### config.mk
export PLATFORM = sky130hd
export DESIGN_NAME = alu_mc
export DESIGN_NICKNAME = d
export VERILOG_FILES = /design/src/rtl/alu_mc.sv
export SDC_FILE = /design/constraint.sdc
export NUM_CORES = 1
export LEC_CHECK = 0
export BUFFER_PORTS_ARGS = -buffer_cell sky130_fd_sc_hd__buf_2
export CORE_MARGIN = 2
export CORE_UTILIZATION = 42
export DETAILED_ROUTE_END_ITERATION = 16
export GPL_ROUTABILITY_DRIVEN = 1
export SYNTH_ARGS = -nofsm -noshare
export SYNTH_HDL_FRONTEND = slang
export SYNTH_SLANG_ARGS = --single-unit
### constraint.sdc
create_clock -name clk -period 6.5 [get_ports clk]
set_input_delay 0.975 -clock clk [delete_from_list [all_inputs] [get_ports clk]]
set_output_delay 0.975 -clock clk [all_outputs]
set_load 0.02 [all_outputs]
### src/rtl/alu_mc.sv
// alu_mc: multi-cycle execute-stage ALU with valid/ready handshakes on
// operands and results. Single-cycle logic/arith/shift/compare ops;
// iterative shift-add multiply (signed and unsigned, HI/LO result).
// Optional iterative restoring divide, built only when ALU_MC_DIV_EN is
// defined. Without it, DIV/DIVU are treated as illegal ops.
//
// state | meaning
// IDLE  | waiting for operands, in_ready = 1
// BUSY  | one mul/div step per cycle, WIDTH steps
// DONE  | result registers valid, held until out_ready
module alu_mc #(
  parameter int WIDTH = 32,
  parameter int SHW   = 5
) (
  input  logic             clk,
  input  logic             rst_n,
  input  logic             in_valid,
  output logic             in_ready,
  input  logic [WIDTH-1:0] a,
  input  logic [WIDTH-1:0] b,
  input  logic [3:0]       op,
  output logic             out_valid,
  input  logic             out_ready,
  output logic [WIDTH-1:0] result,
  output logic [WIDTH-1:0] result_hi,
  output logic             zero,
  output logic             err
);

  localparam logic [3:0] OP_AND  = 4'b0000;
  localparam logic [3:0] OP_OR   = 4'b0001;
  localparam logic [3:0] OP_ADD  = 4'b0010;
  localparam logic [3:0] OP_MUL  = 4'b0011;
  localparam logic [3:0] OP_ANDN = 4'b0100;
  localparam logic [3:0] OP_ORN  = 4'b0101;
  localparam logic [3:0] OP_SUB  = 4'b0110;
  localparam logic [3:0] OP_SLT  = 4'b0111;
  localparam logic [3:0] OP_SLL  = 4'b1000;
  localparam logic [3:0] OP_SRL  = 4'b1001;
  localparam logic [3:0] OP_SRA  = 4'b1010;
  localparam logic [3:0] OP_MULU = 4'b1011;
  localparam logic [3:0] OP_DIV  = 4'b1100;
  localparam logic [3:0] OP_DIVU = 4'b1101;
  localparam logic [3:0] OP_SLTU = 4'b1110;

  localparam logic [SHW-1:0] CNT_LAST = SHW'(WIDTH - 1);

  typedef enum logic [1:0] {S_IDLE, S_BUSY, S_DONE} state_t;

  state_t             state_q, state_d;
  logic [SHW-1:0]     cnt_q, cnt_d;
  logic [WIDTH-1:0]   acc_q, acc_d;     // mul high partial / div remainder
  logic [WIDTH-1:0]   lo_q, lo_d;       // multiplier -> product low / dividend -> quotient
  logic [WIDTH-1:0]   mb_q, mb_d;       // multiplicand or divisor magnitude
  logic               neg_q, neg_d;     // negate product / quotient at the end
  logic [WIDTH-1:0]   res_q, res_d;
  logic [WIDTH-1:0]   hi_q, hi_d;
  logic               err_q, err_d;

  logic [WIDTH-1:0]   diff, sc_res, mag_a, mag_b, acc_step, lo_step;
  logic               sc_err, slt, sgn_op, is_long;
  logic [WIDTH:0]     mul_sum;
  logic [2*WIDTH-1:0] prod;

`ifdef ALU_MC_DIV_EN
  logic               div_q, div_d;
  logic               nega_q, nega_d;   // remainder follows the sign of a
  logic [WIDTH-1:0]   a_q, a_d;         // original dividend, returned on divide-by-zero
  logic [WIDTH:0]     div_sh, div_dif;
`endif

  // Single-cycle ops and operand magnitudes for the iterative units
  always_comb begin
    diff   = a - b;
    slt    = diff[WIDTH-1] ^ ((a[WIDTH-1] ^ b[WIDTH-1]) & (diff[WIDTH-1] ^ a[WIDTH-1]));
    sc_res = '0;
    sc_err = 1'b0;
    case (op)
      OP_AND:  sc_res = a & b;
      OP_OR:   sc_res = a | b;
      OP_ADD:  sc_res = a + b;
      OP_ANDN: sc_res = a & ~b;
      OP_ORN:  sc_res = a | ~b;
      OP_SUB:  sc_res = diff;
      OP_SLT:  sc_res = {{(WIDTH-1){1'b0}}, slt};
      OP_SLL:  sc_res = a << b[SHW-1:0];
      OP_SRL:  sc_res = a >> b[SHW-1:0];
      OP_SRA:  sc_res = $unsigned($signed(a) >>> b[SHW-1:0]);
      OP_SLTU: sc_res = {{(WIDTH-1){1'b0}}, (a < b)};
      default: sc_err = 1'b1;
    endcase
    sgn_op = (op == OP_MUL) || (op == OP_DIV);
    mag_a  = (sgn_op && a[WIDTH-1]) ? -a : a;
    mag_b  = (sgn_op && b[WIDTH-1]) ? -b : b;
`ifdef ALU_MC_DIV_EN
    is_long = (op == OP_MUL) || (op == OP_MULU) || (op == OP_DIV) || (op == OP_DIVU);
`else
    is_long = (op == OP_MUL) || (op == OP_MULU);
`endif
  end

  // One iteration step: shift-add for multiply, restoring subtract for divide
  always_comb begin
    mul_sum  = lo_q[0] ? ({1'b0, acc_q} + {1'b0, mb_q}) : {1'b0, acc_q};
    acc_step = mul_sum[WIDTH:1];
    lo_step  = {mul_sum[0], lo_q[WIDTH-1:1]};
`ifdef ALU_MC_DIV_EN
    div_sh  = {acc_q, lo_q[WIDTH-1]};
    div_dif = div_sh - {1'b0, mb_q};
    if (div_q) begin
      if (!div_dif[WIDTH]) begin
        acc_step = div_dif[WIDTH-1:0];
        lo_step  = {lo_q[WIDTH-2:0], 1'b1};
      end else begin
        acc_step = div_sh[WIDTH-1:0];
        lo_step  = {lo_q[WIDTH-2:0], 1'b0};
      end
    end
`endif
  end

  // FSM next state, handshake outputs and datapath register updates
  always_comb begin
    state_d   = state_q;
    cnt_d     = cnt_q;
    acc_d     = acc_q;
    lo_d      = lo_q;
    mb_d      = mb_q;
    neg_d     = neg_q;
    res_d     = res_q;
    hi_d      = hi_q;
    err_d     = err_q;
    prod      = '0;
    in_ready  = 1'b0;
    out_valid = 1'b0;
`ifdef ALU_MC_DIV_EN
    div_d  = div_q;
    nega_d = nega_q;
    a_d    = a_q;
`endif
    case (state_q)
      S_IDLE: begin
        in_ready = 1'b1;
        if (in_valid) begin
          if (is_long) begin
            cnt_d   = '0;
            acc_d   = '0;
            lo_d    = mag_a;
            mb_d    = mag_b;
            neg_d   = sgn_op & (a[WIDTH-1] ^ b[WIDTH-1]);
`ifdef ALU_MC_DIV_EN
            div_d   = (op == OP_DIV) || (op == OP_DIVU);
            nega_d  = sgn_op & a[WIDTH-1];
            a_d     = a;
`endif
            state_d = S_BUSY;
          end else begin
            res_d   = sc_res;
            hi_d    = '0;
            err_d   = sc_err;
            state_d = S_DONE;
          end
        end
      end
      S_BUSY: begin
        cnt_d = cnt_q + SHW'(1);
        acc_d = acc_step;
        lo_d  = lo_step;
        if (cnt_q == CNT_LAST) begin
          prod    = {acc_step, lo_step};
          if (neg_q) prod = -prod;
          res_d   = prod[WIDTH-1:0];
          hi_d    = prod[2*WIDTH-1:WIDTH];
          err_d   = 1'b0;
`ifdef ALU_MC_DIV_EN
          if (div_q) begin
            if (mb_q == '0) begin
              res_d = '1;
              hi_d  = a_q;
              err_d = 1'b1;
            end else begin
              res_d = neg_q ? -lo_step : lo_step;
              hi_d  = nega_q ? -acc_step : acc_step;
            end
          end
`endif
          state_d = S_DONE;
        end
      end
      S_DONE: begin
        out_valid = 1'b1;
        if (out_ready) state_d = S_IDLE;
      end
      default: state_d = S_IDLE;
    endcase
  end

  // State and datapath registers
  always_ff @(posedge clk or negedge rst_n) begin
    if (!rst_n) begin
      state_q <= S_IDLE;
      cnt_q   <= '0;
      acc_q   <= '0;
      lo_q    <= '0;
      mb_q    <= '0;
      neg_q   <= 1'b0;
      res_q   <= '0;
      hi_q    <= '0;
      err_q   <= 1'b0;
`ifdef ALU_MC_DIV_EN
      div_q   <= 1'b0;
      nega_q  <= 1'b0;
      a_q     <= '0;
`endif
    end else begin
      state_q <= state_d;
      cnt_q   <= cnt_d;
      acc_q   <= acc_d;
      lo_q    <= lo_d;
      mb_q    <= mb_d;
      neg_q   <= neg_d;
      res_q   <= res_d;
      hi_q    <= hi_d;
      err_q   <= err_d;
`ifdef ALU_MC_DIV_EN
      div_q   <= div_d;
      nega_q  <= nega_d;
      a_q     <= a_d;
`endif
    end
  end

  assign result    = res_q;
  assign result_hi = hi_q;
  assign zero      = out_valid & (res_q == '0);
  assign err       = out_valid & err_q;

endmodule

==> key figures, run 1 <==
CTS
  – Hold Buf Count CTS: 0
  – Clk buf depth: 2
  – CTS sink cnt: roughly 170
  – Clock Latency Late Sink: 0.46 ns
  – Clock-pin slew on the worst setup and hold paths: about 0.070 ns
  – Post-CTS Repair Setup Buffers: 0
  – H-tree depth: 4
  – CTS root buf: clkbuf_16
  – Clock buffer count from CTS: 17
  – Post-cts resize count: 0
  – Clock tree from TritonCTS: yes

STA
  – Relative slew slack: around 29%
  – Final TNS setup: 0 ns
  – Final period util: 79.2%
  – Max Slew Vio Count: 0
  – Final hold violations: 0
  – Setup Skew: roughly 0.012 ns
  – # setup viols final: 0
  – Unrepaired setup endpoints after global routing: false
  – Fmax achieved: just under 0.2 GHz
  – Hold_ws: between 0.4 and 0.5 ns
  – Period minus WS final: a little over 5 ns
  – Setup ws final: about 1.4 ns
  – Slew @ Worst Pin: approximately 1.0 ns

Setup path
  – Worst path required time: about 7 ns
  – Critical Path Slowest Stage Cell: a311oi_1
  – CP cell instances: ha_1 -> fa_1 -> a211oi_1 -> o21ai_0 -> a311oi_1 -> nor4_1 -> a211oi_1 -> o21ai_0 -> nor4_1 -> nand3_1 -> o41ai_1 -> xor2_1 -> o21ai_0
  – Slowest Stage Delay on Critical Path: about 0.8 ns
  – Critical path class: reg -> reg
  – CP Max Fanout: 5
  – CP most frequent cell: o21ai_0
  – Worst setup EP type: flip-flop
  – Crit path DAT: 5.45 ns
  – CP startpoint kind: flip-flop

Power
  – Max VDD drop: roughly 0.27 mV
  – PD cells: ~320 nW/um2
  – Seq pwr share: about 28%
  – Clock power frac: between 10% and 20%
  – P_int: around 3300 uW
  – Leakage: ~0.0086 uW
  – Comb pwr share: approximately 56%
  – Sw power: roughly 3400 uW
  – Switching part of the total: approximately half

Cells and area
  – Fillcell total: approximately 4.7k
  – Fraction of layout cells with a size suffix above 1: around 11%
  – Layout Area Growth over Synthesis: 8.75%
  – Finished Core Util: 46.2%
  – Final Net Count: roughly 2.8k
  – Design Area, Final: approximately 21000 um2
  – Area of the multi-input gates: approximately 14000 um2
  – Storage element area: roughly 4200 um2

Synthesis
  – Distinct cells, synth: 90
  – YS warnings: 0
  – Top-count cell post-synth: o21ai_0
  – #FFs+latches synth: roughly 170
  – Async SR Flop Fraction: 100%
  – Top-area cell type share of the netlist area: around 22%
  – Syn Nets: ~2.8k
  – Synthesized area per cell: ~7.4 um2
  – Post-synthesis cell count: between 2k and 3k
  – EDFF count, synth: 0
  – Main synth FF type: dfrtp_1
  – Area leader, netlist: dfrtp_1
  – Sequential area share after synthesis: between 20 and 25%
  – Most frequent cells after synthesis: 331 x o21ai_0, 249 x nand2_1, 230 x a21oi_1
  – Synth area leaders: dfrtp_1 22%, o21ai_0 8.6%, xnor2_1 7.0%
  – Netlist Area Pre-Place: about 19000 um2

Global route
  – Antenna violations before repair: 11
  – GR Util met1: between 40% and 50%
  – Met2 usage in global routing: between 50% and 60%
  – Gr usage total: ~36%
  – Met3 Use GR: under 10%
  – Largest net degree at the start of global routing: between 90 and 100
  – Vias in the first global route: ~20k
  – Grt total ovfl: 0
  – Most used routing layer: met2
  – First-pass GRT wire length: around 130000 um

Placement
  – Input/output buffers: 139
  – Detailed Place HPWL: roughly 67000 um
  – Placed standard-cell area: around 20000 um2
  – GPL Wtd Cong: between 1 and 1.5
  – Worst slack at placement: 1.04 ns

Detailed routing
  – Detailed-route via count: about 21k
  – DRT Pass-1 Iters: 6
  – DR vias/cell: 6.53
  – 1st-iter DRT viols: ~2.7k
  – Antenna Nets Post-Route: 0
  – WL per Instance: 26.8 um
  – # DRC: 0
  – Post-Route WL: between 80000 and 90000 um

Floorplan
  – Die H: about 220 um
  – Initial Util: ~42%
  – # IOs: 140
  – Die area: 47500 um2
  – Rows: slightly below 80
  – Die span in x: approximately 220 um
  – Core Region: roughly 45000 um2

Job
  – Max_cap viols: 0

Min path
  – HP Class: reg -> reg

Run status
  – Outcome: finished clean
cell families after synthesis:
logic type	count (synthesis)	synth area share, %
AOI/OAI and AO/OA	975	31.6
xor gates and xnor gates	189	8.60
adders and majority gates	105	6.98
buffers and inverters	285	5.83
DFF	169	22.0
muxes	97	5.73
and+or+nand+nor	791	19.3
critical path, delay by kind of cell (launching register included):
family / cells / cell delay [ns]
adder cells (fa/ha/maj): 2 / 0.69
AO/OA/AOI/OAI: 7 / 2.88
AND/OR/NAND/NOR: 3 / 0.83
XOR/XNOR: 1 / 0.20
flip-flops: 1 / 0.41
per-layer routing:
| metal | vias to the layer above | part of all wire (%) |
|---|---|---|
| met1 | 10200 | 44 |
| met3 | 201 | 8.9 |
| li1 | 9609 | - |
| met5 | - | 0.11 |
| met2 | 1091 | 43 |
| met4 | 14 | 4.3 |
layout by cell type (no fill, tap or decap), drive strengths merged, types with 13 or more instances in the layout:
master and n:
a211oi 32, a21o 22, a21oi 230, a221oi 13
a22o 24, a22oi 52, a31oi 31, buf 183
clkbuf 17, dfrtp 169, ha 101, inv 94
mux2 15, mux2i 73, nand2 249, nand2b 49
nand3 43, nand4 18, nor2 226, nor2b 17
nor3 65, nor4 29, o211ai 37, o21a 13
o21ai 332, o22ai 23, o31ai 49, or3 24
or4 16, xnor2 153, xor2 36
flip-flops by register name, indices dropped and copies added (netlist names):
register and cells:
result_hi 32, result 32, acc_q 32, err_q 1
neg_q 1, mb_q 32, lo_q 32, cnt_q 5
state_q 2
power groups by stage:
| stage | registers (uW) | clock network [uW] | logic, uW |
|---|---|---|---|
| after global routing | 1900 | 1130 | 4080 |
| after CTS | 1840 | 1090 | 3690 |
| after floorplan | 1800 | 0 | 2480 |
| after global placement | 1850 | 0 | 3620 |
| after detailed placement | 1860 | 0 | 3670 |
| final | 1860 | 1080 | 3760 |
path summary, 6_finish.rpt:
check	slack (ns)	start	cells after the start	to
worst max-delay path	1.35	acc_q[0]$_DFFE_PN0P_	13	result_hi[31]$_DFFE_PN0P_
worst min-delay path	0.48	result_hi[25]$_DFFE_PN0P_	2	result_hi[25]$_DFFE_PN0P_
worst max register to register	1.35	acc_q[0]$_DFFE_PN0P_	13	result_hi[31]$_DFFE_PN0P_
worst min register to register	0.48	result_hi[25]$_DFFE_PN0P_	2	result_hi[25]$_DFFE_PN0P_
max in group asynchronous	4.62	rst_n	2	result[25]$_DFFE_PN0P_
min in group asynchronous	0.54	rst_n	1	acc_q[23]$_DFFE_PN0P_
through the flow:
step,std cells,power [uW]
2_1_floorplan,2611,4280
3_3_place_gp,3200,5460
3_5_place_dp,3200,5530
4_1_cts,3232,6620
5_1_grt,3233,7110
6_report,3236,6700
final cells by class:
| cell class | count | area share (%) |
|---|---|---|
| antenna | 4 | 0.0478 |
| clock buffer | 17 | 2.03 |
| clock inverter | 15 | 0.885 |
| inverter | 91 | 1.63 |
| multi-input combinational | 2157 | 66.6 |
| sequential | 169 | 20.2 |
| tap | 600 | 3.59 |
| timing repair buffer | 183 | 4.96 |
(Power assumes the default switching activity.)
==> run 2: changes to the inputs <==
==> constraint.sdc (replaced) <==
create_clock -name clk -period 4.3 [get_ports clk]
set_input_delay 0.645 -clock clk [delete_from_list [all_inputs] [get_ports clk]]
set_output_delay 0.645 -clock clk [all_outputs]
set_load 0.02 [all_outputs]
==> run 2 against run 1 <==
Global-route usage rose by 1.6 points. Critical path type unchanged. Largest power group unchanged. Routed wire length rose by 5.3%. Clock power rose by 49%. Critical path depth fell by 2. Utilization rose by 4.2 points.
==> key figures, run 2 (same netlist as run 1, synthesis figures left out) <==
STA
  – Unrepaired setup endpoints after global routing: true (was false)
  – Setup Skew: 0.0163 ns (was 0.0119 ns)
  – Period minus WS final: 4.27 ns (was 5.15 ns)
  – Final period util: 99.2% (was 79.2%)
  – Slew @ Worst Pin: 0.997 ns (was 1.04 ns)
  – # setup viols final: 0 (unchanged)
  – Setup ws final: 0.0328 ns (was 1.35 ns)
  – Fmax achieved: 0.234 GHz (was 0.194 GHz)
  – Relative slew slack: 32.8% (was 28.6%)
  – Max Slew Vio Count: 0 (unchanged)
  – Final hold violations: 0 (unchanged)

Floorplan
  – Rows: 78 (unchanged)
  – Die H: 218 um (unchanged)
  – Die area: 47500 um2 (unchanged)
  – Die span in x: 218 um (unchanged)
  – # IOs: 140 (unchanged)
  – Initial Util: 42.5% (unchanged)
  – Core Region: 45300 um2 (unchanged)

Detailed routing
  – Max layer used: met5 (unchanged)
  – Post-Route WL: 91200 um (was 86600 um)
  – Antenna Nets Post-Route: 0 (unchanged)
  – Detailed-route via count: 22.1k (was 21.1k)
  – # DRC: 0 (unchanged)
  – DR WL met2: 39900 um (was 37400 um)
  – DRT Pass-1 Iters: 6 (unchanged)
  – WL met3: 8560 um (was 7680 um)
  – WL per Instance: 26.3 um (was 26.8 um)
  – Met1 WL: 39400 um (was 37700 um)
  – DR vias/cell: 6.36 (was 6.53)
  – 1st-iter DRT viols: 2616 (was 2679)

Power
  – Comb pwr share: 60.1% (was 56.2%)
  – Switching part of the total: 48.4% (was 50.2%)
  – Sw power: 5340 uW (was 3360 uW)
  – Leakage: 0.00974 uW (was 0.00858 uW)
  – P_int: 5680 uW (was 3330 uW)
  – Clock power frac: 14.6% (was 16.1%)
  – PD cells: 483 nW/um2 (was 320 nW/um2)
  – Seq pwr share: 25.3% (was 27.7%)
  – Max VDD drop: 0.349 mV (was 0.268 mV)

CTS
  – Clock Latency Late Sink: 0.44 ns (was 0.46 ns)
  – H-tree depth: 4 (unchanged)
  – Clock-pin slew on the worst setup and hold paths: 0.08 ns (was 0.07 ns)
  – CTS root buf: clkbuf_16 (unchanged)
  – Clock buffer count from CTS: 17 (unchanged)
  – Clk buf depth: 2 (unchanged)
  – CTS sink cnt: 169 (unchanged)
  – Clock tree from TritonCTS: yes (unchanged)

Setup path
  – R2r endpoint: result_hi[26]$_DFFE_PN0P_ (was result_hi[31]$_DFFE_PN0P_)
  – Critical path class: reg -> reg (unchanged)
  – Slowest Stage Delay on Critical Path: 0.54 ns (was 0.79 ns)
  – Crit path DAT: 4.59 ns (was 5.45 ns)
  – Flop2flop setup slack: 0.03 ns (was 1.35 ns)
  – Worst setup EP type: flip-flop (unchanged)
  – CP most frequent cell: or4_4 (was o21ai_0)
  – CP Max Fanout: 4 (was 5)
  – Worst path required time: 4.63 ns (was 6.81 ns)
  – Critical Path Slowest Stage Cell: or4_4 (was a311oi_1)
  – CP startpoint kind: flip-flop (unchanged)
  – Worst reg2reg startpoint: lo_q[17]$_DFFE_PN0P_ (was acc_q[0]$_DFFE_PN0P_)
  – CP cell instances: or4_4 -> or3_4 -> or4_4 -> or4_4 -> or3b_4 -> or3b_4 -> a2111oi_4 -> nand4_1 -> o21ai_1 -> xor2_1 -> a22o_2 (was ha_1 -> fa_1 -> a211oi_1 -> o21ai_0 -> a311oi_1 -> nor4_1 -> a211oi_1 -> o21ai_0 -> nor4_1 -> nand3_1 -> o41ai_1 -> xor2_1 -> o21ai_0)
  – Critical path startpoint: lo_q[17]$_DFFE_PN0P_ (was acc_q[0]$_DFFE_PN0P_)
  – R2r worst-path depth: 11 (was 13)

Cells and area
  – Fillcell total: 4543 (was 4695)
  – Layout Area Growth over Synthesis: 18.7% (was 8.75%)
  – Design Area, Final: 22800 um2 (was 20900 um2)
  – Final Net Count: 3031 (was 2796)
  – # diodes: 0 (was 4)
  – Most frequent cells in the layout: 328 x o21ai_0, 276 x buf_4, 249 x nand2_1 (was 331 x o21ai_0, 249 x nand2_1, 229 x a21oi_1)
  – Fraction of layout cells with a size suffix above 1: 18.9% (was 10.9%)
  – Commonest non-fill, non-tap cell in the layout: o21ai_0 (unchanged)
  – Final non-filler cell total: 3467 (was 3236)

Run status
  – Outcome: finished clean (unchanged)

Global route
  – Grt total ovfl: 0 (unchanged)
  – Gr usage total: 37.5% (was 35.9%)
  – Largest net degree at the start of global routing: 87 (was 98)
  – Vias in the first global route: 20.1k (was 19.6k)
  – First-pass GRT wire length: 133000 um (was 128000 um)
  – Antenna violations before repair: 2 (was 11)

Placement
  – Placed Cells incl. Taps: 3434 (was 3200)
  – Worst slack at placement: -0.531 ns (was 1.04 ns)
  – Detailed Place HPWL: 72800 um (was 67200 um)
  – Input/output buffers: 139 (unchanged)
  – Placed standard-cell area: 22100 um2 (was 20300 um2)
  – GPL Wtd Cong: 1.05 (was 1.03)

Min path
  – HP Class: in -> async (was reg -> reg)

Job
  – Max_cap viols: 0 (unchanged)
run 2: cell count changes in the layout (fill, tap and decap cells not counted), moves of 3 or more:
cell / change
a21oi_1: -4
buf_4: +230
ha_1: -3
buf_12: +4
o21ai_0: -3
a21oi_2: +4
clkinv_4: -4
diode_2: -4
run 2: per-stage QoR:
step	TNS, ns	hold slack (ns)	power, uW	utilization [%]
2_1_floorplan	0	0.349	6470	-
3_3_place_gp	-1.38	0.459	9110	48.9
3_5_place_dp	-1.82	0.465	9180	48.9
4_1_cts	0	0.271	10800	50.2
5_1_grt	-0.217	0.302	11700	50.4
6_report	0	0.232	11000	50.4
run 2: cell type report:
type	instances	area, um2	share of cell area [%]
Clock buffer	19	443	1.94
Sequential cell	169	4230	18.5
Tap cell	600	751	3.29
Timing Repair Buffer	418	2860	12.5
Clock inverter	13	155	0.679
Multi-Input combinational cell	2157	14100	61.6
Inverter	91	342	1.50
run 2: worst max-delay path by stage:
stage | to | depth (start not counted)
after global routing | result_hi[28]$_DFFE_PN0P_ | 11
after detailed placement | result[18]$_DFFE_PN0P_ | 16
after global placement | result[18]$_DFFE_PN0P_ | 16
final | result_hi[26]$_DFFE_PN0P_ | 11
after floorplan | result[31]$_DFFE_PN0P_ | 20
after CTS | result_hi[26]$_DFFE_PN0P_ | 11
run 2: repair_timing:
action	in CTS	in global routing
resized for setup	3	21
hold buffers	0	0
pin swaps	3	10
endpoints found under the setup margin	4	14
setup buffers	0	1
run 2: routing by layer:
| layer | up-vias | GRT usage, % |
|---|---|---|
| li1 | 10100 | - |
| met1 | 10700 | 52.9 |
| met2 | 1164 | 58.2 |
| met3 | 162 | 5.50 |
| met4 | 2 | 13.1 |
| met5 | - | 0 |
run 2: worst max-delay path, delay by kind of cell, from the launching register on:
family	cells	cell delay (ns)
DFF	1	0.38
AOI/OAI and AO/OA	3	0.80
xor gates and xnor gates	1	0.09
and+or+nand+nor	7	2.88
run 2: power groups by stage:
stage / combinational (uW) / clock [uW] / sequential [uW]
after detailed placement: 6390 / 0 / 2780
after global routing: 7120 / 1680 / 2850
after floorplan: 3760 / 0 / 2710
after global placement: 6340 / 0 / 2770
final: 6620 / 1610 / 2790
after CTS: 6430 / 1630 / 2760
